--- config.mk ---
export PLATFORM = sky130hd
export DESIGN_NAME = pe_os_accum
export DESIGN_NICKNAME = d
export VERILOG_FILES = /design/src/rtl/pe_os_accum.sv
export SDC_FILE = /design/constraint.sdc
export NUM_CORES = 1
export LEC_CHECK = 0
export CAP_MARGIN = 20
export CORE_MARGIN = 10
export CORE_UTILIZATION = 54
export DETAILED_ROUTE_END_ITERATION = 12
export GPL_TIMING_DRIVEN = 0
export HOLD_SLACK_MARGIN = 0.1
export PLACE_DENSITY = 0.78
export SYNTH_ARGS = -nofsm -noshare
export SYNTH_HDL_FRONTEND = slang
export SYNTH_SLANG_ARGS = --single-unit
export TNS_END_PERCENT = 5
--- constraint.sdc ---
create_clock -name clk_i -period 3.2 [get_ports clk_i]
set_clock_uncertainty 0.1 [all_clocks]
set_input_delay 0.32 -clock clk_i [delete_from_list [all_inputs] [get_ports clk_i]]
set_output_delay 0.32 -clock clk_i [all_outputs]
set_load 0.01 [all_outputs]
--- src/rtl/pe_os_accum.sv ---
// Output-stationary PE: forwards operands (1 cycle), 2-stage MAC, result out 3 cycles after last pair.
// Forwarding never stalls; drain backpressure holds result_o, and a sum finishing on a full res sets overrun_o.
module pe_os_accum #(
    parameter int DATA_WIDTH = 16,
    parameter int ACC_WIDTH  = 40,
    parameter bit SATURATE   = 1'b0
) (
    input  logic                  clk_i,
    input  logic                  rst_n,
    input  logic [DATA_WIDTH-1:0] input_i,
    input  logic                  input_valid_i,
    input  logic                  input_last_i,
    input  logic [DATA_WIDTH-1:0] weight_i,
    input  logic                  weight_valid_i,
    output logic [DATA_WIDTH-1:0] input_o,
    output logic                  input_valid_o,
    output logic                  input_last_o,
    output logic [DATA_WIDTH-1:0] weight_o,
    output logic                  weight_valid_o,
    input  logic [ACC_WIDTH-1:0]  chain_data_i,
    input  logic                  chain_valid_i,
    output logic                  chain_ready_o,
    output logic [ACC_WIDTH-1:0]  result_o,
    output logic                  result_valid_o,
    input  logic                  result_ready_i,
    output logic                  busy_o,
    output logic                  overrun_o,
    input  logic                  clear_err_i
);

    localparam int SUM_W = ACC_WIDTH + 1;
    localparam logic [ACC_WIDTH-1:0] ACC_MAX = {1'b0, {(ACC_WIDTH-1){1'b1}}};
    localparam logic [ACC_WIDTH-1:0] ACC_MIN = {1'b1, {(ACC_WIDTH-1){1'b0}}};

    typedef enum logic {
        ACC_IDLE = 1'b0,
        ACC_RUN  = 1'b1
    } acc_state_t;

    acc_state_t                    r_state;
    acc_state_t                    w_state_nxt;
    logic signed [2*DATA_WIDTH-1:0] r_prod;
    logic                          r_p_valid;
    logic                          r_p_last;
    logic signed [ACC_WIDTH-1:0]   r_acc;
    logic        [ACC_WIDTH-1:0]   r_res;
    logic                          r_res_full;

    logic                          w_fire;
    logic signed [ACC_WIDTH-1:0]   w_prod_ext;
    logic signed [ACC_WIDTH-1:0]   w_base;
    logic signed [SUM_W-1:0]       w_sum_wide;
    logic                          w_ovf;
    logic        [ACC_WIDTH-1:0]   w_sum;
    logic                          w_out_free;
    logic                          w_res_move;
    logic                          w_res_wr;
    logic                          w_ovr_set;

    assign w_fire     = input_valid_i & weight_valid_i;
    assign w_prod_ext = ACC_WIDTH'(r_prod);
    // ACC_IDLE doubles as acc_zero: a fresh sum ignores whatever r_acc holds.
    assign w_base     = (r_state == ACC_IDLE) ? '0 : r_acc;
    assign w_sum_wide = SUM_W'(w_base) + SUM_W'(w_prod_ext);
    assign w_ovf      = w_sum_wide[ACC_WIDTH] ^ w_sum_wide[ACC_WIDTH-1];

    always_comb begin
        w_sum = w_sum_wide[ACC_WIDTH-1:0];
        if (SATURATE && w_ovf) begin
            w_sum = w_sum_wide[ACC_WIDTH] ? ACC_MIN : ACC_MAX;
        end
    end

    always_comb begin
        w_state_nxt = r_state;
        if (r_p_valid) begin
            w_state_nxt = r_p_last ? ACC_IDLE : ACC_RUN;
        end
    end

    assign w_out_free    = ~result_valid_o | result_ready_i;
    assign w_res_move    = w_out_free & r_res_full;
    assign w_res_wr      = r_p_valid & r_p_last & (~r_res_full | w_res_move);
    assign w_ovr_set     = r_p_valid & r_p_last & r_res_full & ~w_res_move;
    assign chain_ready_o = w_out_free & ~r_res_full;
    assign busy_o        = (r_state == ACC_RUN) | r_p_valid | r_res_full;

    always_ff @(posedge clk_i or negedge rst_n) begin
        if (!rst_n) begin
            input_o        <= '0;
            input_valid_o  <= 1'b0;
            input_last_o   <= 1'b0;
            weight_o       <= '0;
            weight_valid_o <= 1'b0;
            r_prod         <= '0;
            r_p_valid      <= 1'b0;
            r_p_last       <= 1'b0;
            r_state        <= ACC_IDLE;
            r_acc          <= '0;
        end else begin
            input_o        <= input_i;
            input_valid_o  <= input_valid_i;
            input_last_o   <= input_last_i;
            weight_o       <= weight_i;
            weight_valid_o <= weight_valid_i;
            r_prod         <= $signed(input_i) * $signed(weight_i);
            r_p_valid      <= w_fire;
            r_p_last       <= w_fire & input_last_i;
            r_state        <= w_state_nxt;
            if (r_p_valid) begin
                r_acc <= w_sum;
            end
        end
    end

    always_ff @(posedge clk_i or negedge rst_n) begin
        if (!rst_n) begin
            r_res          <= '0;
            r_res_full     <= 1'b0;
            result_o       <= '0;
            result_valid_o <= 1'b0;
            overrun_o      <= 1'b0;
        end else begin
            if (w_res_wr) begin
                r_res      <= w_sum;
                r_res_full <= 1'b1;
            end else if (w_res_move) begin
                r_res_full <= 1'b0;
            end

            // Local result beats the chain so the sink-nearest PE drains first.
            if (w_out_free) begin
                if (r_res_full) begin
                    result_o       <= r_res;
                    result_valid_o <= 1'b1;
                end else if (chain_valid_i) begin
                    result_o       <= chain_data_i;
                    result_valid_o <= 1'b1;
                end else begin
                    result_valid_o <= 1'b0;
                end
            end

            if (w_ovr_set) begin
                overrun_o <= 1'b1;
            end else if (clear_err_i) begin
                overrun_o <= 1'b0;
            end
        end
    end

endmodule

==> results of run 1 <==
[cells by family after synthesis]
family          after synthesis
simple gates                568
fa+ha+maj                   384
buf+inv                     366
compound gates              237
flops                       193
mux                          86
xor+xnor                     68
[layout make-up]
cell class	count	area, sq um
repair buffers	225	2160
inverters	298	1120
fillers	2553	11300
plain buffers	68	662
multi-input cells	1343	13200
well taps	455	569
flip-flops and latches	193	4830
clock buffers	18	429
clock inverters	14	181
[stage by stage]
| step | cell area [sq um] | setup TNS [ps] | setup slack, ps | hold slack (ps) |
|---|---|---|---|---|
| after floorplan | 18900 | -47760 | -2450 | -75.6 |
| after global placement | 21000 | -1277010 | -6070 | 363 |
| after detailed placement | 21100 | -118380 | -4060 | 352 |
| after CTS | 22900 | -48040 | -2410 | 107 |
| after global routing | 23100 | -56630 | -2640 | 218 |
| final | 23100 | -48460 | -2460 | 221 |
[flip-flops by register name (all words and copies together) (netlist names)]
signal / cells
input_last_o: 1
input_o: 16
input_valid_o: 1
overrun_o: 1
r_acc: 40
r_p_last: 1
r_p_valid: 1
r_prod: 32
r_res: 40
r_res_full: 1
r_state: 1
result_o: 40
result_valid_o: 1
weight_o: 16
weight_valid_o: 1
[worst max-delay path: stages]
cell and delay, ps:
buf_6 120, clkbuf_8 160, buf_4 140, and2_1 150, fa_1 550, fa_1 420, fa_1 570, fa_1 440
fa_1 490, inv_1 50, fa_1 470, inv_1 60, ha_4 290, nand4_1 160, nor2_2 240, nand4_1 220
a31oi_4 210, a21o_1 150, a21oi_2 70, or2_4 260, a311oi_2 220, xnor2_1 100
[what timing repair did]
item,CTS,global route
hold buffers,31,1
setup buffers,29,3
hold endpoints to repair,146,1
setup endpoints to repair,90,73
resized for setup,336,62
cloned,2,0
pin swaps,66,31
[worst max-delay path by stage]
stage	start	end	slack (ps)	cells after the start
final	weight_i[5]	r_prod[31]	-2460	22
after global routing	input_i[15]	r_prod[31]	-2640	22
after CTS	weight_i[6]	r_prod[30]	-2410	22
after detailed placement	weight_i[5]	r_prod[30]	-4060	22
after global placement	rst_n	weight_o[13]	-6070	1
after floorplan	weight_i[3]	r_prod[31]	-2450	20
[placed cells by master, fill, tap and decap left out, types with 10 or more instances in the layout]
cell type | Yosys | final
nor2_1 | 97 | 93
clkdlybuf4s50_1 | 0 | 126
fa_1 | 263 | 250
o21ai_0 | 32 | 20
ha_4 | 0 | 17
dfrtp_1 | 193 | 193
o21a_1 | 11 | 10
a21oi_2 | 3 | 21
xor2_1 | 16 | 16
inv_1 | 298 | 286
nand2_1 | 231 | 228
and2_1 | 168 | 158
a21o_1 | 35 | 35
dlygate4sd3_1 | 0 | 32
mux2_2 | 45 | 45
o21ai_1 | 2 | 11
clkbuf_1 | 61 | 26
inv_2 | 0 | 12
nand3_1 | 13 | 12
ha_1 | 121 | 99
a21oi_1 | 101 | 81
buf_4 | 0 | 51
xnor2_1 | 51 | 48
clkbuf_8 | 1 | 20
fa_2 | 0 | 13
mux2i_1 | 41 | 41
and2_4 | 0 | 10
clkbuf_16 | 0 | 22
[metal layers]
layer,part of all wire,wire length (um),GRT usage,vias to the layer above
met3,0.062,3010,0.0425,90
met1,0.43,20800,0.299,7082
li1,-,-,-,6466
met5,0,0,0,-
met4,0.027,1320,0.0698,0
met2,0.48,23500,0.403,474
==> flow_metrics.env, run 1 <==
export IMPL_run_status="finished, violations left"
export IMPL_violations="setup timing"
export IMPL_ys_ff_latch=193
export IMPL_grt_usage=0.235
export IMPL_final_util=0.672
export IMPL_area_delta_synth_final_pct=23.3
export IMPL_worstPathArrival_ps=5890
export IMPL_antenna_left=0
export IMPL_yosysTopAreaCellShare=0.281
export IMPL_dp_hpwl_um=36400
export IMPL_cts_tree="done"
export IMPL_synth_compound_area_share=0.0792
export IMPL_clkLatencyLatePin_ps=470
export IMPL_rr_startpoint="r_state"
export IMPL_start_util=0.546
export IMPL_cts_buffer_depth=2
export IMPL_fmax_mhz=177
export IMPL_grt_max_degree=118
export IMPL_clock_sink_count=193
export IMPL_synth_area_leaders="fa_1, dfrtp_1, ha_1, inv_1, and2_1"
export IMPL_reg2reg_to="r_res[37]"
export IMPL_io_pins=159
export IMPL_fin_crit_ps=5660
export IMPL_cts_made_buffers=17
export IMPL_synth_top_family_by_area="adder cells"
export IMPL_min_from="weight_i[1]"
export IMPL_relSlewSlack=0.397
export IMPL_ys_seq_area_frac=0.258
export IMPL_vias=14112
export IMPL_min_path_cells=3
export IMPL_synth_flop_cell="dfrtp_1"
export IMPL_synth_simple_area_share=0.146
export IMPL_die_h_um=206
export IMPL_synthXorXnorAreaFrac=0.0325
export IMPL_fp_row_count=68
export IMPL_final_cells=2614
export IMPL_synth_cell_types=64
export IMPL_core_sq_um=34400
export IMPL_async_flop_share=1.00
export IMPL_path_clk_slew_ps=70
export IMPL_synth_most_common_cell="inv_1"
export IMPL_cp_start_kind="primary input"
export IMPL_die_area_sq_um=42600
export IMPL_required_ps=3430
export IMPL_grt_pass1_vias=15454
export IMPL_drive_above_1_share=0.148
export IMPL_whs_endpoint="r_prod[1]"
export IMPL_antenna_found_initial=0
export IMPL_worst_pin_slew_ps=904
export IMPL_synth_edf_count=0
export IMPL_cts_root_buf="clkbuf_16"
export IMPL_fin_nets=2610
export IMPL_holdCritPathClass="primary input to flop"
export IMPL_via_per_inst=5.40
export IMPL_drc=0
export IMPL_die_w_um=206
export IMPL_diodes=0
export IMPL_drtIter0Drc=823
export IMPL_syn_area_per_cell_sq_um=9.86
export IMPL_synthTopCellsByCount="inv_1, fa_1, nand2_1"
export IMPL_rsz0062_at_grt="true"
export IMPL_maxCapViolCount=0
export IMPL_placed_cells=2516
export IMPL_grt_pass1_wl_um=79500
export IMPL_fin_ws_ps=-2460
export IMPL_gp_congestion=0.986
export IMPL_report_final_slew_viol_count=0
export IMPL_synth_fa_ha_area_frac=0.361
export IMPL_io_buffers=158
export IMPL_synth_mux_area_frac=0.0489
export IMPL_grt_overflow=0
export IMPL_crit_path_max_fanout=8
export IMPL_path_class="primary input to flop"
export IMPL_wirelength_um=48600
export IMPL_cts_max_level=4
export IMPL_netlist_area_sq_um=18800
export IMPL_firstDrtPassIters=5
export IMPL_crit_path_end_kind="flop"
export IMPL_syn_nets=2366
export IMPL_min_period_over_period=1.77
export IMPL_setup_violations=50
export IMPL_yosys_warnings=0
export IMPL_hold_viol=0
export IMPL_reg2reg_depth=15
export IMPL_synth_top_area_cell="fa_1"
export IMPL_reg2reg_slack_ps=-510
export IMPL_synthCells=1902
export IMPL_routedWlPerCell_um=18.6
Power of run 1 is not shown: default switching activity piles up to over one toggle a cycle in this logic, so the estimate is an artifact.
==> inputs of run 2 (changes only) <==
--- a/config.mk
+++ b/config.mk
@@ -5,9 +5,9 @@
 export SDC_FILE = /design/constraint.sdc
 export NUM_CORES = 1
 export LEC_CHECK = 0
-export CAP_MARGIN = 20
 export CORE_MARGIN = 10
 export CORE_UTILIZATION = 54
+export CTS_CLUSTER_DIAMETER = 200
 export DETAILED_ROUTE_END_ITERATION = 12
 export GPL_TIMING_DRIVEN = 0
 export HOLD_SLACK_MARGIN = 0.1
==> constraint.sdc (replaced) <==
create_clock -name clk_i -period 4.6 [get_ports clk_i]
set_clock_uncertainty 0.1 [all_clocks]
set_input_delay 0.46 -clock clk_i [delete_from_list [all_inputs] [get_ports clk_i]]
set_output_delay 0.46 -clock clk_i [all_outputs]
set_load 0.01 [all_outputs]
==> run 2 against run 1 <==
The flow still finishes with violations (setup timing). Non-clock buffer count shrank 21. Cell count decreased by 0.80%. Largest cell class unchanged. Routed wire length shrank 3.6%. Via count down 1.5%.
==> flow_metrics.env, run 2 (synthesis results as in run 1) <==
export IMPL_cts_tree="done"
export IMPL_cts_root_buf="clkbuf_16"
export IMPL_fmax_mhz=172
export IMPL_tns_ps=-15470
export IMPL_dp_hpwl_um=36400
export IMPL_biggestRegsByFlops="r_acc x40, r_res x40, result_o x40"
export IMPL_path_class="primary input to flop"
export IMPL_drc=0
export IMPL_path_clk_slew_ps=70
export IMPL_grt_max_degree=118
export IMPL_min_period_over_period=1.26
export IMPL_rsz0062_at_grt="true"
export IMPL_diodes=0
export IMPL_report_final_slew_viol_count=0
export IMPL_final_util=0.656
export IMPL_start_util=0.546
export IMPL_placed_cells=2516
export IMPL_die_h_um=206
export IMPL_area_delta_synth_final_pct=20.1
export IMPL_io_pins=159
export IMPL_cts_made_buffers=17
export IMPL_setup_violations=21
export IMPL_hold_viol=0
export IMPL_gp_congestion=0.986
export IMPL_via_per_inst=5.36
export IMPL_slowest_delay_ps=630
export IMPL_slowest_stage="fa_2"
export IMPL_cts_max_level=4
export IMPL_clkLatencyLatePin_ps=460
export IMPL_final_common_cell="inv_1"
export IMPL_crit_path_max_fanout=10
export IMPL_maxCapViolCount=0
export IMPL_die_w_um=206
export IMPL_routedWlPerCell_um=18.1
export IMPL_grt_pass1_vias=15196
export IMPL_antenna_found_initial=0
export IMPL_cp_start_kind="primary input"
export IMPL_path_cells="buf_4 > clkbuf_8 > and2_4 > fa_2 > fa_1 > fa_2 > fa_2 > fa_1 > inv_1 > fa_1 > inv_2 > ha_4 > nand4_1 > nor2_2 > nand4_1 > a31oi_4 > a21o_1 > a21oi_4 > or2_4 > a311oi_2 > xnor2_1"
export IMPL_final_cells=2593
export IMPL_vias=13907
export IMPL_grt_pass1_wl_um=77200
export IMPL_grt_overflow=0
export IMPL_firstDrtPassIters=6
export IMPL_worstPathArrival_ps=6030
export IMPL_die_area_sq_um=42600
export IMPL_grt_usage=0.228
export IMPL_violations="setup timing"
export IMPL_io_buffers=158
export IMPL_holdCritPathClass="primary input to flop"
export IMPL_worst_pin_slew_ps=907
export IMPL_required_ps=4830
export IMPL_drtIter0Drc=810
export IMPL_fin_ws_ps=-1200
export IMPL_relSlewSlack=0.395
export IMPL_clock_sink_count=193
export IMPL_fin_crit_ps=5800
export IMPL_antenna_left=0
export IMPL_layout_common_cells="inv_1, fa_1, nand2_1"
export IMPL_run_status="finished, violations left"
export IMPL_drive_above_1_share=0.120
export IMPL_core_sq_um=34400
export IMPL_cts_buffer_depth=2
export IMPL_fp_row_count=68
export IMPL_fin_nets=2589
export IMPL_crit_path_end_kind="flop"
export IMPL_wirelength_um=46900
-- run 2: final cells by class --
class                   instances  area, sq um
plain buffers                  68          597
clock buffers                  18          429
clock inverters                14          181
fillers                      2652        11800
inverters                     298         1120
multi-input cells            1343        12800
flip-flops and latches        193         4830
well taps                     455          569
repair buffers                204         1960
-- run 2: through the flow --
step | hold WS, ps | cell area [sq um] | setup WS, ps
after floorplan | 64.4 | 18900 | -1190
after detailed placement | 367 | 21100 | -2800
after global routing | 119 | 22500 | -1380
final | 128 | 22500 | -1200
after global placement | 363 | 21000 | -4810
after CTS | 110 | 22400 | -1150
-- run 2: final timing paths --
path | startpoint | endpoint | slack [ps] | cells after the start
min in group asynchronous | rst_n | result_o[4] | 510 | 2
worst max-delay path | weight_i[3] | r_prod[31] | -1200 | 21
worst min-delay path | weight_i[15] | weight_o[15] | 130 | 1
worst min register to register | r_res[25] | r_res[25] | 390 | 2
max in group asynchronous | rst_n | weight_o[12] | 3010 | 3
worst max register to register | r_state | r_res[39] | 410 | 15
-- run 2: routing by layer --
layer  GRT usage  wire [um]
met5           0          0
met4      0.0662       1120
met3      0.0531       3410
met2       0.386      22300
met1       0.287      20100
-- run 2: what timing repair did --
action | in CTS | in global routing
endpoints found under the setup margin | 25 | 28
hold buffers | 15 | 3
gates cloned | 2 | 0
gates resized for setup | 269 | 45
buffers inserted | 23 | 2
pin swaps | 37 | 19
hold endpoints to repair | 130 | 3
-- run 2: critical path: cells and delay by family --
kind            cells  cell delay (ps)
compound gates      4              670
xor+xnor            1              100
fa+ha+maj           7             3370
buf+inv             4              440
simple gates        5              980
Power of run 2 is left out for the same reason.
